`config.mk`:
```
export PLATFORM = sky130hd
export DESIGN_NAME = m68k_uart_periph
export DESIGN_NICKNAME = d
export VERILOG_FILES = /design/src/rtl/m68k_uart_periph_pkg.sv /design/src/rtl/m68k_uart_rx.sv /design/src/rtl/m68k_uart_periph.sv
export SDC_FILE = /design/constraint.sdc
export NUM_CORES = 1
export LEC_CHECK = 0
export CORE_MARGIN = 2
export CORE_UTILIZATION = 65
export DETAILED_ROUTE_END_ITERATION = 10
export GPL_TIMING_DRIVEN = 0
export PLACE_DENSITY = 0.86
export REMOVE_ABC_BUFFERS = 1
export SETUP_SLACK_MARGIN = 0.3
export SLEW_MARGIN = 30
export SYNTH_ARGS = -nofsm -noshare
export SYNTH_HDL_FRONTEND = slang
export SYNTH_SLANG_ARGS = --single-unit
```
`constraint.sdc`:
```
create_clock -name clk -period 10.7 [get_ports clk]
set_input_delay 2.14 -clock clk [delete_from_list [all_inputs] [get_ports clk]]
set_output_delay 2.14 -clock clk [all_outputs]
set_load 0.02 [all_outputs]
```
`src/rtl/m68k_uart_periph_pkg.sv`:
```
// Shared definitions for the j68 SOC UART target: register offsets, STATUS
// bit positions, the UART base address used by the SOC decoder, the common
// serial FSM state type and the divisor clamp helper.
package m68k_uart_periph_pkg;

  // Base of the 16-byte UART window, decoded into sel by the SOC top.
  localparam logic [31:0] UART_BASE_ADDR = 32'hFF00_0010;

  // Register index on address[3:1].
  localparam logic [2:0] UART_REG_DATA   = 3'd0;
  localparam logic [2:0] UART_REG_STATUS = 3'd1;
  localparam logic [2:0] UART_REG_DIV    = 3'd2;

  // STATUS bit positions.
  localparam int STAT_RX_VALID  = 0;
  localparam int STAT_TX_FULL   = 1;
  localparam int STAT_TX_BUSY   = 2;
  localparam int STAT_RX_OVR    = 3;
  localparam int STAT_FRAME_ERR = 4;
  localparam int STAT_TX_OVR    = 5;

  // Shared by the TX and RX sequencers.
  typedef enum logic [1:0] {
    ST_IDLE  = 2'd0,
    ST_START = 2'd1,
    ST_DATA  = 2'd2,
    ST_STOP  = 2'd3
  } uart_state_e;

  // Complete sequencer state kept in one struct so a checker can bind to it.
  // div is the bit period latched at the last bit boundary.
  typedef struct packed {
    uart_state_e state;
    logic [2:0]  bit_cnt;
    logic [15:0] baud_cnt;
    logic [15:0] div;
  } uart_fsm_t;

  localparam uart_fsm_t UART_FSM_RESET = '{
    state:    ST_IDLE,
    bit_cnt:  3'd0,
    baud_cnt: 16'd0,
    div:      16'd2
  };

  // A bit period shorter than 2 clocks breaks the RX mid-bit sampler.
  function automatic logic [15:0] clamp_div(input logic [15:0] d);
    return (d < 16'd2) ? 16'd2 : d;
  endfunction

endpackage

```
`src/rtl/m68k_uart_rx.sv`:
```
// 8N1 receiver: 2-FF synchroniser, falling-edge start detect, mid-start
// glitch reject, mid-bit data sampling, stop-bit check.
// rx_strobe pulses for one clock with rx_byte valid; rx_frame_err pulses for
// one clock when the stop bit is sampled low (the byte is discarded).
module m68k_uart_rx
  import m68k_uart_periph_pkg::*;
(
  input  logic        clk,
  input  logic        rst,
  input  logic [15:0] div,
  input  logic        uart_rx,
  output logic [7:0]  rx_byte,
  output logic        rx_strobe,
  output logic        rx_frame_err
);

  logic        sync1, sync2, rx_prev;
  uart_fsm_t   rx_q, rx_d;
  logic [7:0]  shift_q, shift_d;
  logic        strobe_d, ferr_d;
  logic [15:0] half_div;
  logic        bit_end;

  assign half_div = {1'b0, rx_q.div[15:1]};
  assign bit_end  = (rx_q.baud_cnt == rx_q.div - 16'd1);

  // Synchronise the asynchronous line and keep one delayed copy for edge detect.
  always_ff @(posedge clk or posedge rst) begin
    if (rst) begin
      sync1   <= 1'b1;
      sync2   <= 1'b1;
      rx_prev <= 1'b1;
    end else begin
      sync1   <= uart_rx;
      sync2   <= sync1;
      rx_prev <= sync2;
    end
  end

  // Sequencer state, shift register and output pulses.
  always_ff @(posedge clk or posedge rst) begin
    if (rst) begin
      rx_q         <= UART_FSM_RESET;
      shift_q      <= 8'h00;
      rx_strobe    <= 1'b0;
      rx_frame_err <= 1'b0;
    end else begin
      rx_q         <= rx_d;
      shift_q      <= shift_d;
      rx_strobe    <= strobe_d;
      rx_frame_err <= ferr_d;
    end
  end

  // Next state: re-check start at half a bit, then sample every full bit.
  always_comb begin
    rx_d          = rx_q;
    shift_d       = shift_q;
    strobe_d      = 1'b0;
    ferr_d        = 1'b0;
    rx_d.baud_cnt = rx_q.baud_cnt + 16'd1;
    case (rx_q.state)
      ST_IDLE: begin
        rx_d.baud_cnt = 16'd0;
        rx_d.bit_cnt  = 3'd0;
        rx_d.div      = div;
        if (rx_prev && !sync2) rx_d.state = ST_START;
      end
      ST_START: begin
        if (rx_q.baud_cnt == half_div - 16'd1) begin
          rx_d.baud_cnt = 16'd0;
          rx_d.div      = div;
          // Line back high at mid-start: treat as a glitch.
          rx_d.state    = sync2 ? ST_IDLE : ST_DATA;
        end
      end
      ST_DATA: begin
        if (bit_end) begin
          rx_d.baud_cnt = 16'd0;
          rx_d.div      = div;
          shift_d       = {sync2, shift_q[7:1]};
          if (rx_q.bit_cnt == 3'd7) rx_d.state = ST_STOP;
          else                      rx_d.bit_cnt = rx_q.bit_cnt + 3'd1;
        end
      end
      ST_STOP: begin
        if (bit_end) begin
          rx_d.baud_cnt = 16'd0;
          rx_d.state    = ST_IDLE;
          if (sync2) strobe_d = 1'b1;
          else       ferr_d   = 1'b1;
        end
      end
      default: rx_d.state = ST_IDLE;
    endcase
  end

  assign rx_byte = shift_q;

endmodule

```
`src/rtl/m68k_uart_periph.sv`:
```
// Memory-mapped 8N1 UART target on the j68 CPU bus.
// Registers on address[3:1]: 0 DATA (W push TX, R pop RX), 1 STATUS, 2 DIV.
// Build option: define M68K_UART_RX_FIFO_EN for a RX_DEPTH-entry RX FIFO;
// otherwise RX storage is a single holding register.
//
// Bus handshake: every access completes and is never stalled. A write is
// acknowledged combinationally (data_ack = sel & wr_ena) and takes effect on
// that clock edge. A read captures rd_data on the sel & rd_ena edge and
// data_ack is asserted during the following cycle.
module m68k_uart_periph
  import m68k_uart_periph_pkg::*;
#(
  parameter int DEFAULT_DIV = 434,
  parameter int RX_DEPTH    = 16
) (
  input  logic        clk,
  input  logic        rst,
  input  logic        sel,
  input  logic        rd_ena,
  input  logic        wr_ena,
  input  logic [1:0]  byte_ena,
  input  logic [3:0]  address,
  input  logic [15:0] wr_data,
  output logic [15:0] rd_data,
  output logic        data_ack,
  input  logic        uart_rx,
  output logic        uart_tx
);

  // ---------------------------------------------------------------- bus decode
  logic [2:0]  reg_idx;
  logic        wr_hit, rd_hit;
  logic        data_wr, div_wr, stat_rd, data_rd;
  logic        rd_dly;
  logic [15:0] div_reg;
  logic [15:0] rd_mux;
  logic [15:0] status_word;
  logic        addr_unused;

  // Byte addressing bit 0 has no meaning for 16-bit registers.
  assign addr_unused = address[0];

  assign reg_idx = address[3:1];
  assign wr_hit  = sel & wr_ena;
  assign rd_hit  = sel & rd_ena;
  assign data_wr = wr_hit & (reg_idx == UART_REG_DATA) & byte_ena[0];
  assign div_wr  = wr_hit & (reg_idx == UART_REG_DIV);
  assign stat_rd = rd_hit & (reg_idx == UART_REG_STATUS);
  assign data_rd = rd_hit & (reg_idx == UART_REG_DATA);

  assign data_ack = wr_hit | rd_dly;

  // ------------------------------------------------------------------- signals
  uart_fsm_t  tx_q, tx_d;
  logic [7:0] tx_shift, tx_shift_d;
  logic [7:0] tx_hold;
  logic       tx_full, tx_load, tx_end, tx_line_d;
  logic       tx_accept, tx_ovr_set;
  logic       tx_ovr, rx_ovr, frame_err;

  logic [7:0] rx_byte, rx_head;
  logic       rx_strobe, rx_frame_err;
  logic       rx_valid, rx_pop, rx_ovr_set;

  // A load edge frees the holding register, so a write on that edge is kept.
  assign tx_accept  = data_wr & (~tx_full | tx_load);
  assign tx_ovr_set = data_wr & tx_full & ~tx_load;
  assign rx_pop     = data_rd & rx_valid;

  // Divisor register: byte lanes written independently, result clamped.
  always_ff @(posedge clk or posedge rst) begin
    if (rst) begin
      div_reg <= 16'(DEFAULT_DIV);
    end else if (div_wr) begin
      div_reg <= clamp_div({byte_ena[1] ? wr_data[15:8] : div_reg[15:8],
                            byte_ena[0] ? wr_data[7:0]  : div_reg[7:0]});
    end
  end

  // Read data capture and the one-cycle-late read acknowledge.
  always_ff @(posedge clk or posedge rst) begin
    if (rst) begin
      rd_data <= 16'h0000;
      rd_dly  <= 1'b0;
    end else begin
      rd_dly <= rd_hit;
      if (rd_hit) rd_data <= rd_mux;
    end
  end

  // STATUS word assembly.
  always_comb begin
    status_word                 = 16'h0000;
    status_word[STAT_RX_VALID]  = rx_valid;
    status_word[STAT_TX_FULL]   = tx_full;
    status_word[STAT_TX_BUSY]   = (tx_q.state != ST_IDLE);
    status_word[STAT_RX_OVR]    = rx_ovr;
    status_word[STAT_FRAME_ERR] = frame_err;
    status_word[STAT_TX_OVR]    = tx_ovr;
  end

  // Read multiplexer; unmapped offsets and an empty DATA read return 0.
  always_comb begin
    rd_mux = 16'h0000;
    case (reg_idx)
      UART_REG_DATA:   if (rx_valid) rd_mux = {8'h00, rx_head};
      UART_REG_STATUS: rd_mux = status_word;
      UART_REG_DIV:    rd_mux = div_reg;
      default:         rd_mux = 16'h0000;
    endcase
  end

  // Sticky error flags: a STATUS read clears them unless a new event lands on the same edge.
  always_ff @(posedge clk or posedge rst) begin
    if (rst) begin
      tx_ovr    <= 1'b0;
      rx_ovr    <= 1'b0;
      frame_err <= 1'b0;
    end else begin
      tx_ovr    <= tx_ovr_set   | (tx_ovr    & ~stat_rd);
      rx_ovr    <= rx_ovr_set   | (rx_ovr    & ~stat_rd);
      frame_err <= rx_frame_err | (frame_err & ~stat_rd);
    end
  end

  // ------------------------------------------------------------------------ TX
  // Holding register: loaded by DATA writes, emptied on a START entry edge.
  always_ff @(posedge clk or posedge rst) begin
    if (rst) begin
      tx_hold <= 8'h00;
      tx_full <= 1'b0;
    end else begin
      if (tx_load) tx_full <= 1'b0;
      if (tx_accept) begin
        tx_hold <= wr_data[7:0];
        tx_full <= 1'b1;
      end
    end
  end

  // TX sequencer state, shifter and registered serial line.
  always_ff @(posedge clk or posedge rst) begin
    if (rst) begin
      tx_q     <= UART_FSM_RESET;
      tx_shift <= 8'h00;
      uart_tx  <= 1'b1;
    end else begin
      tx_q     <= tx_d;
      tx_shift <= tx_shift_d;
      uart_tx  <= tx_line_d;
    end
  end

  assign tx_end = (tx_q.baud_cnt == tx_q.div - 16'd1);

  // TX next state; a new DIV is picked up only when a bit period starts.
  always_comb begin
    tx_d          = tx_q;
    tx_shift_d    = tx_shift;
    tx_load       = 1'b0;
    tx_d.baud_cnt = tx_q.baud_cnt + 16'd1;
    case (tx_q.state)
      ST_IDLE: begin
        tx_d.baud_cnt = 16'd0;
        tx_d.bit_cnt  = 3'd0;
        tx_d.div      = div_reg;
        if (tx_full) begin
          tx_d.state = ST_START;
          tx_load    = 1'b1;
          tx_shift_d = tx_hold;
        end
      end
      ST_START: begin
        if (tx_end) begin
          tx_d.baud_cnt = 16'd0;
          tx_d.div      = div_reg;
          tx_d.bit_cnt  = 3'd0;
          tx_d.state    = ST_DATA;
        end
      end
      ST_DATA: begin
        if (tx_end) begin
          tx_d.baud_cnt = 16'd0;
          tx_d.div      = div_reg;
          if (tx_q.bit_cnt == 3'd7) begin
            tx_d.state = ST_STOP;
          end else begin
            tx_d.bit_cnt = tx_q.bit_cnt + 3'd1;
            tx_shift_d   = {1'b0, tx_shift[7:1]};
          end
        end
      end
      ST_STOP: begin
        if (tx_end) begin
          tx_d.baud_cnt = 16'd0;
          tx_d.div      = div_reg;
          tx_d.bit_cnt  = 3'd0;
          // Back-to-back: a waiting byte starts without an idle bit.
          if (tx_full) begin
            tx_d.state = ST_START;
            tx_load    = 1'b1;
            tx_shift_d = tx_hold;
          end else begin
            tx_d.state = ST_IDLE;
          end
        end
      end
      default: tx_d.state = ST_IDLE;
    endcase
    case (tx_d.state)
      ST_START: tx_line_d = 1'b0;
      ST_DATA:  tx_line_d = tx_shift_d[0];
      default:  tx_line_d = 1'b1;
    endcase
  end

  // ------------------------------------------------------------------------ RX
  m68k_uart_rx u_rx (
    .clk          (clk),
    .rst          (rst),
    .div          (div_reg),
    .uart_rx      (uart_rx),
    .rx_byte      (rx_byte),
    .rx_strobe    (rx_strobe),
    .rx_frame_err (rx_frame_err)
  );

`ifdef M68K_UART_RX_FIFO_EN
  localparam int PTR_W = $clog2(RX_DEPTH);

  logic [7:0]     rx_mem [RX_DEPTH];
  logic [PTR_W:0] rx_wp, rx_rp;
  logic           rx_full, rx_push;

  assign rx_valid   = (rx_wp != rx_rp);
  assign rx_full    = (rx_wp[PTR_W] != rx_rp[PTR_W]) &&
                      (rx_wp[PTR_W-1:0] == rx_rp[PTR_W-1:0]);
  // A pop on the same edge makes room, so a full FIFO can still accept.
  assign rx_push    = rx_strobe & (~rx_full | rx_pop);
  assign rx_ovr_set = rx_strobe & rx_full & ~rx_pop;
  assign rx_head    = rx_mem[rx_rp[PTR_W-1:0]];

  // FIFO pointers.
  always_ff @(posedge clk or posedge rst) begin
    if (rst) begin
      rx_wp <= '0;
      rx_rp <= '0;
    end else begin
      if (rx_push) rx_wp <= rx_wp + 1'b1;
      if (rx_pop)  rx_rp <= rx_rp + 1'b1;
    end
  end

  // FIFO storage (no reset needed; guarded by the pointers).
  always_ff @(posedge clk) begin
    if (rx_push) rx_mem[rx_wp[PTR_W-1:0]] <= rx_byte;
  end
`else
  logic [31:0] rx_depth_unused;
  logic [7:0]  rx_hold;
  logic        rx_hold_valid;

  // Single-entry storage has no use for the FIFO depth.
  assign rx_depth_unused = RX_DEPTH;
  assign rx_valid        = rx_hold_valid;
  assign rx_head         = rx_hold;
  // Any arrival while a byte is held is an overrun and is dropped.
  assign rx_ovr_set      = rx_strobe & rx_hold_valid;

  // Single RX holding register.
  always_ff @(posedge clk or posedge rst) begin
    if (rst) begin
      rx_hold       <= 8'h00;
      rx_hold_valid <= 1'b0;
    end else begin
      if (rx_pop) rx_hold_valid <= 1'b0;
      if (rx_strobe && !rx_hold_valid) begin
        rx_hold       <= rx_byte;
        rx_hold_valid <= 1'b1;
      end
    end
  end
`endif

endmodule

```
* Word level (Yosys, flattened, before mapping)
Cells that the tools add are included.
** Storage, ports and cells
- Register bits after elaboration :: 150
- Latch bits :: 0
- Memory bits (read-only) :: 0
- Memories kept :: 0
- Input port bits :: 28
- Memory bits (writable) :: 0
- Output and inout bits :: 18
- Word-level logic and storage cells :: 148
** Cells by class
- Magnitude comparators :: 1
- Multiplexer cells :: 45
- $add $sub $neg :: 7
- Div/mod/pow operators :: 0
- Reductions and logical operators :: 20
- Shift-type cells :: 0
- Bitwise operators :: 23
- Multipliers :: 0
- Equal/unequal tests :: 25
** Operators by type and width (count)
- $mux 37 :: 4
- $pmux 37 s4 :: 1
- $pmux 16 s3 :: 2
- $pmux 16 s4 :: 1
- $mux 8 :: 7
- $eq 16x16->1 :: 3
- $add 16x1->16 const B :: 2
- $mux 16 :: 2
- $mux 32 :: 1
- $sub 16x1->16 const B :: 2
- $pmux 8 s3 :: 1
- $lt 16x2->1 const B :: 1
- $sub 15x1->16 const B :: 1
- $and 1x1->1 :: 15
- $mux 2 :: 7
- $mux 1 :: 13
- $eq 2x2->1 const B :: 5
- $ne 2x1->1 const B :: 5
- $ne 2x2->1 const B :: 5
- $reduce_and 3->1 :: 3
- $pmux 2 s4 :: 1
- $reduce_and 4->1 :: 2
- $reduce_bool 2->1 :: 4
- $add 3x1->3 const B :: 2
- other kinds (16) :: 31

* Depth between registers and ports, before layout
- Depth after elaboration :: 7
- Mapped depth :: 12
- Mapped depth without buffers :: 10

* Modules after synthesis
From an unflattened synthesis, not the netlist that was laid out.
** Unflattened totals
- Cells, all modules :: 874
- Area, all modules :: 8724.6 µm²
** By module, submodules not included
- m68k_uart_periph :: seq. area each 2511.2 µm², times used 1, cells each 497, area each 5213.8 µm²
- m68k_uart_rx :: seq. area each 1256.2 µm², times used 1, cells each 377, area each 3510.9 µm²

* Worst setup path before layout
Ideal clock, no wire load.
- Kind :: input-to-output
- Start point :: input port sel
- End point :: output port data_ack
- Cell stages on the path :: 1
- Path slack :: 6.197 ns
- Path buffers :: 0
- Arrival time :: 2.363 ns
- Required time :: 8.560 ns
- Path through :: a21o_1
** Between the ends
- Word-level cells in the longest chain between the ends :: 2
** Ends and longest elaborated chain
- start, declared :: RTL line m68k_uart_periph.sv:18 : input logic sel,
- $and 1x1->1 :: RTL line m68k_uart_periph.sv:44 : assign wr_hit = sel & wr_ena;
- $or 1x1->1 :: RTL line m68k_uart_periph.sv:51 : assign data_ack = wr_hit | rd_dly;
- end, declared :: RTL line m68k_uart_periph.sv:25 : output logic data_ack,
No other way between the ends.

* Final worst setup path
Same ends and word-level chain as after synthesis.

==> report_table.html <==
<table>
<tr><th>Metric</th><th>Value</th></tr>
<tr><th colspan="2">STA</th></tr>
<tr><td>Aggregate negative setup slack</td><td>0 ns</td></tr>
<tr><td>Total count of hold-check failures in the final report</td><td>0</td></tr>
<tr><td>Worst Slack Setup Final</td><td>5.209 ns</td></tr>
<tr><td>Count of final max-slew check failures</td><td>0</td></tr>
<tr><td>F_max</td><td>0.1821 GHz</td></tr>
<tr><td>Setup repair after global routing missed its margin</td><td>no</td></tr>
<tr><td>Tightest Pin Transition</td><td>0.9261 ns</td></tr>
<tr><td>Worst setup skew after layout</td><td>0.008960 ns</td></tr>
<tr><td>Minimum period implied by the final worst setup slack</td><td>5.491 ns</td></tr>
<tr><td>Max-Slew Margin vs Limit</td><td>37.78%</td></tr>
<tr><td>Number of setup violations in the final report</td><td>0</td></tr>
<tr><td>Share of the clock period used by the worst path</td><td>51.32%</td></tr>
<tr><th colspan="2">Die</th></tr>
<tr><td>Site Rows</td><td>41</td></tr>
<tr><td>Area inside the core boundary</td><td>12620 µm²</td></tr>
<tr><td>Die span in y</td><td>117.7 µm</td></tr>
<tr><td>Chip width</td><td>117.7 µm</td></tr>
<tr><td>Number of top-level pins</td><td>46</td></tr>
<tr><td>Area enclosed by the die boundary</td><td>13850 µm²</td></tr>
<tr><td>Initial core utilization</td><td>66.59%</td></tr>
<tr><th colspan="2">Critical path</th></tr>
<tr><td>Classification of the worst setup path</td><td>in2out</td></tr>
<tr><td>CP Data Required Time</td><td>8.56 ns</td></tr>
<tr><td>Cell breakdown of the critical path</td><td>clkdlybuf4s50_1, a21o_1, clkdlybuf4s50_1</td></tr>
<tr><td>Slack of the worst reg-to-reg path</td><td>6.61 ns</td></tr>
<tr><td>Standard cell with the maximum stage delay on the critical path</td><td>sky130_fd_sc_hd__clkdlybuf4s50_1</td></tr>
<tr><td>Worst reg2reg endpoint</td><td>tx_q[25]$_DFF_PP0_</td></tr>
<tr><td>Dominant cell type by count on the critical path</td><td>sky130_fd_sc_hd__clkdlybuf4s50_1</td></tr>
<tr><td>Highest cell delay on the worst timing path</td><td>0.59 ns</td></tr>
<tr><td>Cell family with most CP delay</td><td>buffers and inverters</td></tr>
<tr><td>Largest fanout of any net on the critical path</td><td>3</td></tr>
<tr><td>Kind of launch point of the worst setup path</td><td>input pin</td></tr>
<tr><td>Kind of end point of the critical path</td><td>output pin</td></tr>
<tr><td>Total buffers and inverters traversed by the critical path</td><td>2</td></tr>
<tr><td>Crit path arrival time</td><td>3.35 ns</td></tr>
<tr><td>Reg2Reg Launch Point</td><td>tx_q[0]$_DFFE_PP0P_</td></tr>
<tr><td>Cell count of the worst reg-to-reg path</td><td>10</td></tr>
<tr><td>Depth of the critical timing path with buffers and inverters included</td><td>3</td></tr>
<tr><th colspan="2">Global routing</th></tr>
<tr><td>Met3 Track Usage GR</td><td>5.475%</td></tr>
<tr><td>Largest net degree at the start of global routing</td><td>82</td></tr>
<tr><td>Wire length of the first global-routing pass</td><td>32850 µm</td></tr>
<tr><td>Antenna violations before repair</td><td>0</td></tr>
<tr><td>Overall track demand over capacity in global routing</td><td>29.18%</td></tr>
<tr><td>Most Crowded Layer GR</td><td>met2</td></tr>
<tr><td>M1 GR Usage</td><td>37.89%</td></tr>
<tr><td>Remaining global-route overflow</td><td>0</td></tr>
<tr><td>Global-route track usage on met2</td><td>48.87%</td></tr>
<tr><td>Number of global-route vias before repair</td><td>6609</td></tr>
<tr><th colspan="2">Clock network</th></tr>
<tr><td>Setup Fix Bufs, Post-CTS</td><td>0</td></tr>
<tr><td>TritonCTS buffer count</td><td>17</td></tr>
<tr><td>Post-CTS Hold Buffers</td><td>0</td></tr>
<tr><td>CTS HTree Levels</td><td>4</td></tr>
<tr><td>Number of buffers between clock root and the deepest sink</td><td>2</td></tr>
<tr><td>Clock root buffer</td><td>sky130_fd_sc_hd__clkbuf_16</td></tr>
<tr><td>Resized cells post-CTS</td><td>0</td></tr>
<tr><td>Clock latency at the later pin of the worst-skew pair</td><td>0.43 ns</td></tr>
<tr><td>CTS tree</td><td>built</td></tr>
<tr><td>Register clock-pin slew on the reported worst setup and hold paths</td><td>0.06 ns</td></tr>
<tr><td>CTS Sinks</td><td>150</td></tr>
<tr><th colspan="2">Min path</th></tr>
<tr><td>Hold WC Path Type</td><td>reg2reg</td></tr>
<tr><td>Beginning of the worst hold path</td><td>u_rx.sync1$_DFF_PP1_</td></tr>
<tr><td>End point of the most critical hold path</td><td>u_rx.sync2$_DFF_PP1_</td></tr>
<tr><td>Worst Hold Path Cells</td><td>0</td></tr>
<tr><th colspan="2">Logic synthesis</th></tr>
<tr><td>Leading register cell type out of synthesis</td><td>sky130_fd_sc_hd__dfrtp_1</td></tr>
<tr><td>Number of instances in the synthesized netlist</td><td>858</td></tr>
<tr><td>Cell area after technology mapping</td><td>8403 µm²</td></tr>
<tr><td>Number of flip-flops and latches in the synthesized netlist</td><td>150</td></tr>
<tr><td>Async SR Flop Fraction</td><td>100.0%</td></tr>
<tr><td>Number of distinct standard cells referenced by the synthesized netlist</td><td>77</td></tr>
<tr><td>Number of synthesis warnings</td><td>0</td></tr>
<tr><td>Sequential-to-total area share from yosys stat</td><td>44.83%</td></tr>
<tr><td>Count of flip-flops with a built-in enable after synthesis</td><td>0</td></tr>
<tr><td>Synthesized area divided by synthesized cell count</td><td>9.794 µm²</td></tr>
<tr><th colspan="2">Cells and area</th></tr>
<tr><td>Nets@finish</td><td>928</td></tr>
<tr><td>Number of antenna cells inserted</td><td>0</td></tr>
<tr><td>Number of filler instances in the final layout</td><td>883</td></tr>
<tr><td>Largest register FFs</td><td>37</td></tr>
<tr><td>Most flop-heavy register</td><td>tx_q</td></tr>
<tr><td>Biggest regs</td><td>tx_q (37), u_rx.rx_q (22)</td></tr>
<tr><td>Area added between synthesis and finish</td><td>12.94%</td></tr>
<tr><td>Fraction of final layout cells with drive strength greater than 1</td><td>12.12%</td></tr>
<tr><td>Fin cells</td><td>1063</td></tr>
<tr><th colspan="2">Run</th></tr>
<tr><td>Count of maximum capacitance violations</td><td>0</td></tr>
<tr><th colspan="2">Routing</th></tr>
<tr><td>Vias per Instance</td><td>6.161</td></tr>
<tr><td>Remaining design rule violation count</td><td>0</td></tr>
<tr><td>1st-iter DRT viols</td><td>612</td></tr>
<tr><td>First-pass detailed-route iteration total</td><td>5</td></tr>
<tr><td>Aggregate routed wire length</td><td>19350 µm</td></tr>
<tr><td>Number of nets with antenna violations after routing</td><td>0</td></tr>
<tr><td>Via total after detailed routing</td><td>6549</td></tr>
<tr><td>Routed wirelength normalized by instance count</td><td>18.20 µm</td></tr>
<tr><th colspan="2">Placement</th></tr>
<tr><td>Sum of net half-perimeters after detailed placement</td><td>13510 µm</td></tr>
<tr><td>Port Buffers</td><td>44</td></tr>
<tr><td>Final estimated routing congestion in global placement</td><td>0.9160</td></tr>
<tr><td>Number of placed cells counting well taps</td><td>1032</td></tr>
<tr><td>Worst Setup Slack post-DPL</td><td>5.206 ns</td></tr>
<tr><th colspan="2">Power</th></tr>
<tr><td>Power per unit of standard cell area</td><td>218.6 nW/µm²</td></tr>
<tr><td>Worst-case vdd ir drop</td><td>0.1976 mV</td></tr>
<tr><td>Overall power consumption</td><td>2.075 mW</td></tr>
<tr><td>Static Leakage</td><td>4.151 nW</td></tr>
<tr><th colspan="2">Status</th></tr>
<tr><td>Run status</td><td>complete, no violations</td></tr>
</table>
power breakdown:
part	switching [mW]	leakage, nW	internal [mW]
clock	0.247	0.273	0.351
combinational	0.392	1.89	0.298
sequential	0.130	1.99	0.657
how the worst max path moves through the flow:
| stage | start | slack [ns] | end |
|---|---|---|---|
| after global placement | rst | 2.88 | u_rx.rx_byte[1]$_DFFE_PP0P_ |
| after floorplan | rst | 4.54 | div_reg[0]$_DFFE_PP0P_ |
| after CTS | sel | 5.20 | data_ack |
| final | sel | 5.21 | data_ack |
| after global routing | sel | 5.16 | data_ack |
| after detailed placement | sel | 5.21 | data_ack |
cell usage in the layout, fill, tap and decap left out, drive strengths merged, types with 6 or more instances in the layout:
cell type | synthesis | final
nor4 | 10 | 10
a21o | 9 | 9
inv | 58 | 61
clkbuf | 34 | 18
and4 | 6 | 6
and2 | 6 | 6
a22o | 31 | 31
and3 | 10 | 10
nor3 | 16 | 16
nor2b | 10 | 10
dfrtp | 139 | 139
o32ai | 10 | 10
clkdlybuf4s50 | 0 | 44
nand3 | 42 | 42
or4 | 9 | 9
nor2 | 67 | 67
mux2 | 31 | 31
mux2i | 7 | 7
a22oi | 10 | 10
dfstp | 11 | 11
nand4 | 15 | 15
o21ai | 41 | 41
o22ai | 11 | 11
ha | 21 | 21
nand2 | 63 | 63
xnor2 | 48 | 48
xor2 | 40 | 40
a21oi | 20 | 20
metrics by stage:
stage	hold slack (ns)	utilization, %	cell area (µm²)
after global placement	0.3468	69.88	8818
after CTS	0.3637	75.16	9485
after detailed placement	0.3547	70.50	8897
after global routing	0.3664	75.20	9490
final	0.3634	75.20	9490
after floorplan	0.3452	-	8163
area by class of cell:
| type | count | area, µm² | area share, % |
|---|---|---|---|
| Sequential cell | 150 | 3767 | 39.70 |
| Tap cell | 172 | 215.2 | 2.268 |
| Multi-Input combinational cell | 605 | 4208 | 44.34 |
| Clock buffer | 18 | 439.2 | 4.628 |
| Timing Repair Buffer | 47 | 486.7 | 5.129 |
| Inverter | 58 | 225.2 | 2.373 |
| Clock inverter | 13 | 148.9 | 1.569 |
cell families after synthesis:
group                      synth area share (%)
and+or+nand+nor                           17.76
AOI/OAI and AO/OA                         14.67
DFF                                       44.83
buffers and inverters                     5.450
xor gates and xnor gates                  9.172
muxes                                     4.988
adders and majority gates                 3.127
layer usage:
| layer | vias to the layer above | wire length [µm] | share of wire (%) |
|---|---|---|---|
| met4 | 0 | 478 | 2.5 |
| met5 | - | 0 | 0 |
| met3 | 45 | 776 | 4.0 |
| met1 | 3255 | 8286 | 43 |
| met2 | 167 | 9803 | 51 |
| li1 | 3082 | - | - |
cells in the mapped netlist, drive strengths merged, types with 10 or more instances:
library cell	number	area, µm²
dfrtp	139	3478
nor2	67	251.5
nand2	63	236.5
inv	58	217.7
xnor2	48	420.4
nand3	42	210.2
o21ai	41	209.0
xor2	40	350.3
clkbuf	34	161.4
a22o	31	272.8
mux2	31	349.1
ha	21	262.8
a21oi	20	103.9
nor3	16	80.08
nand4	15	100.1
dfstp	11	289.0
o22ai	11	68.82
a22oi	10	75.07
and3	10	62.56
buf	10	70.06
nor2b	10	62.56
nor4	10	62.56
o32ai	10	87.58
(Power assumes the default switching activity.)
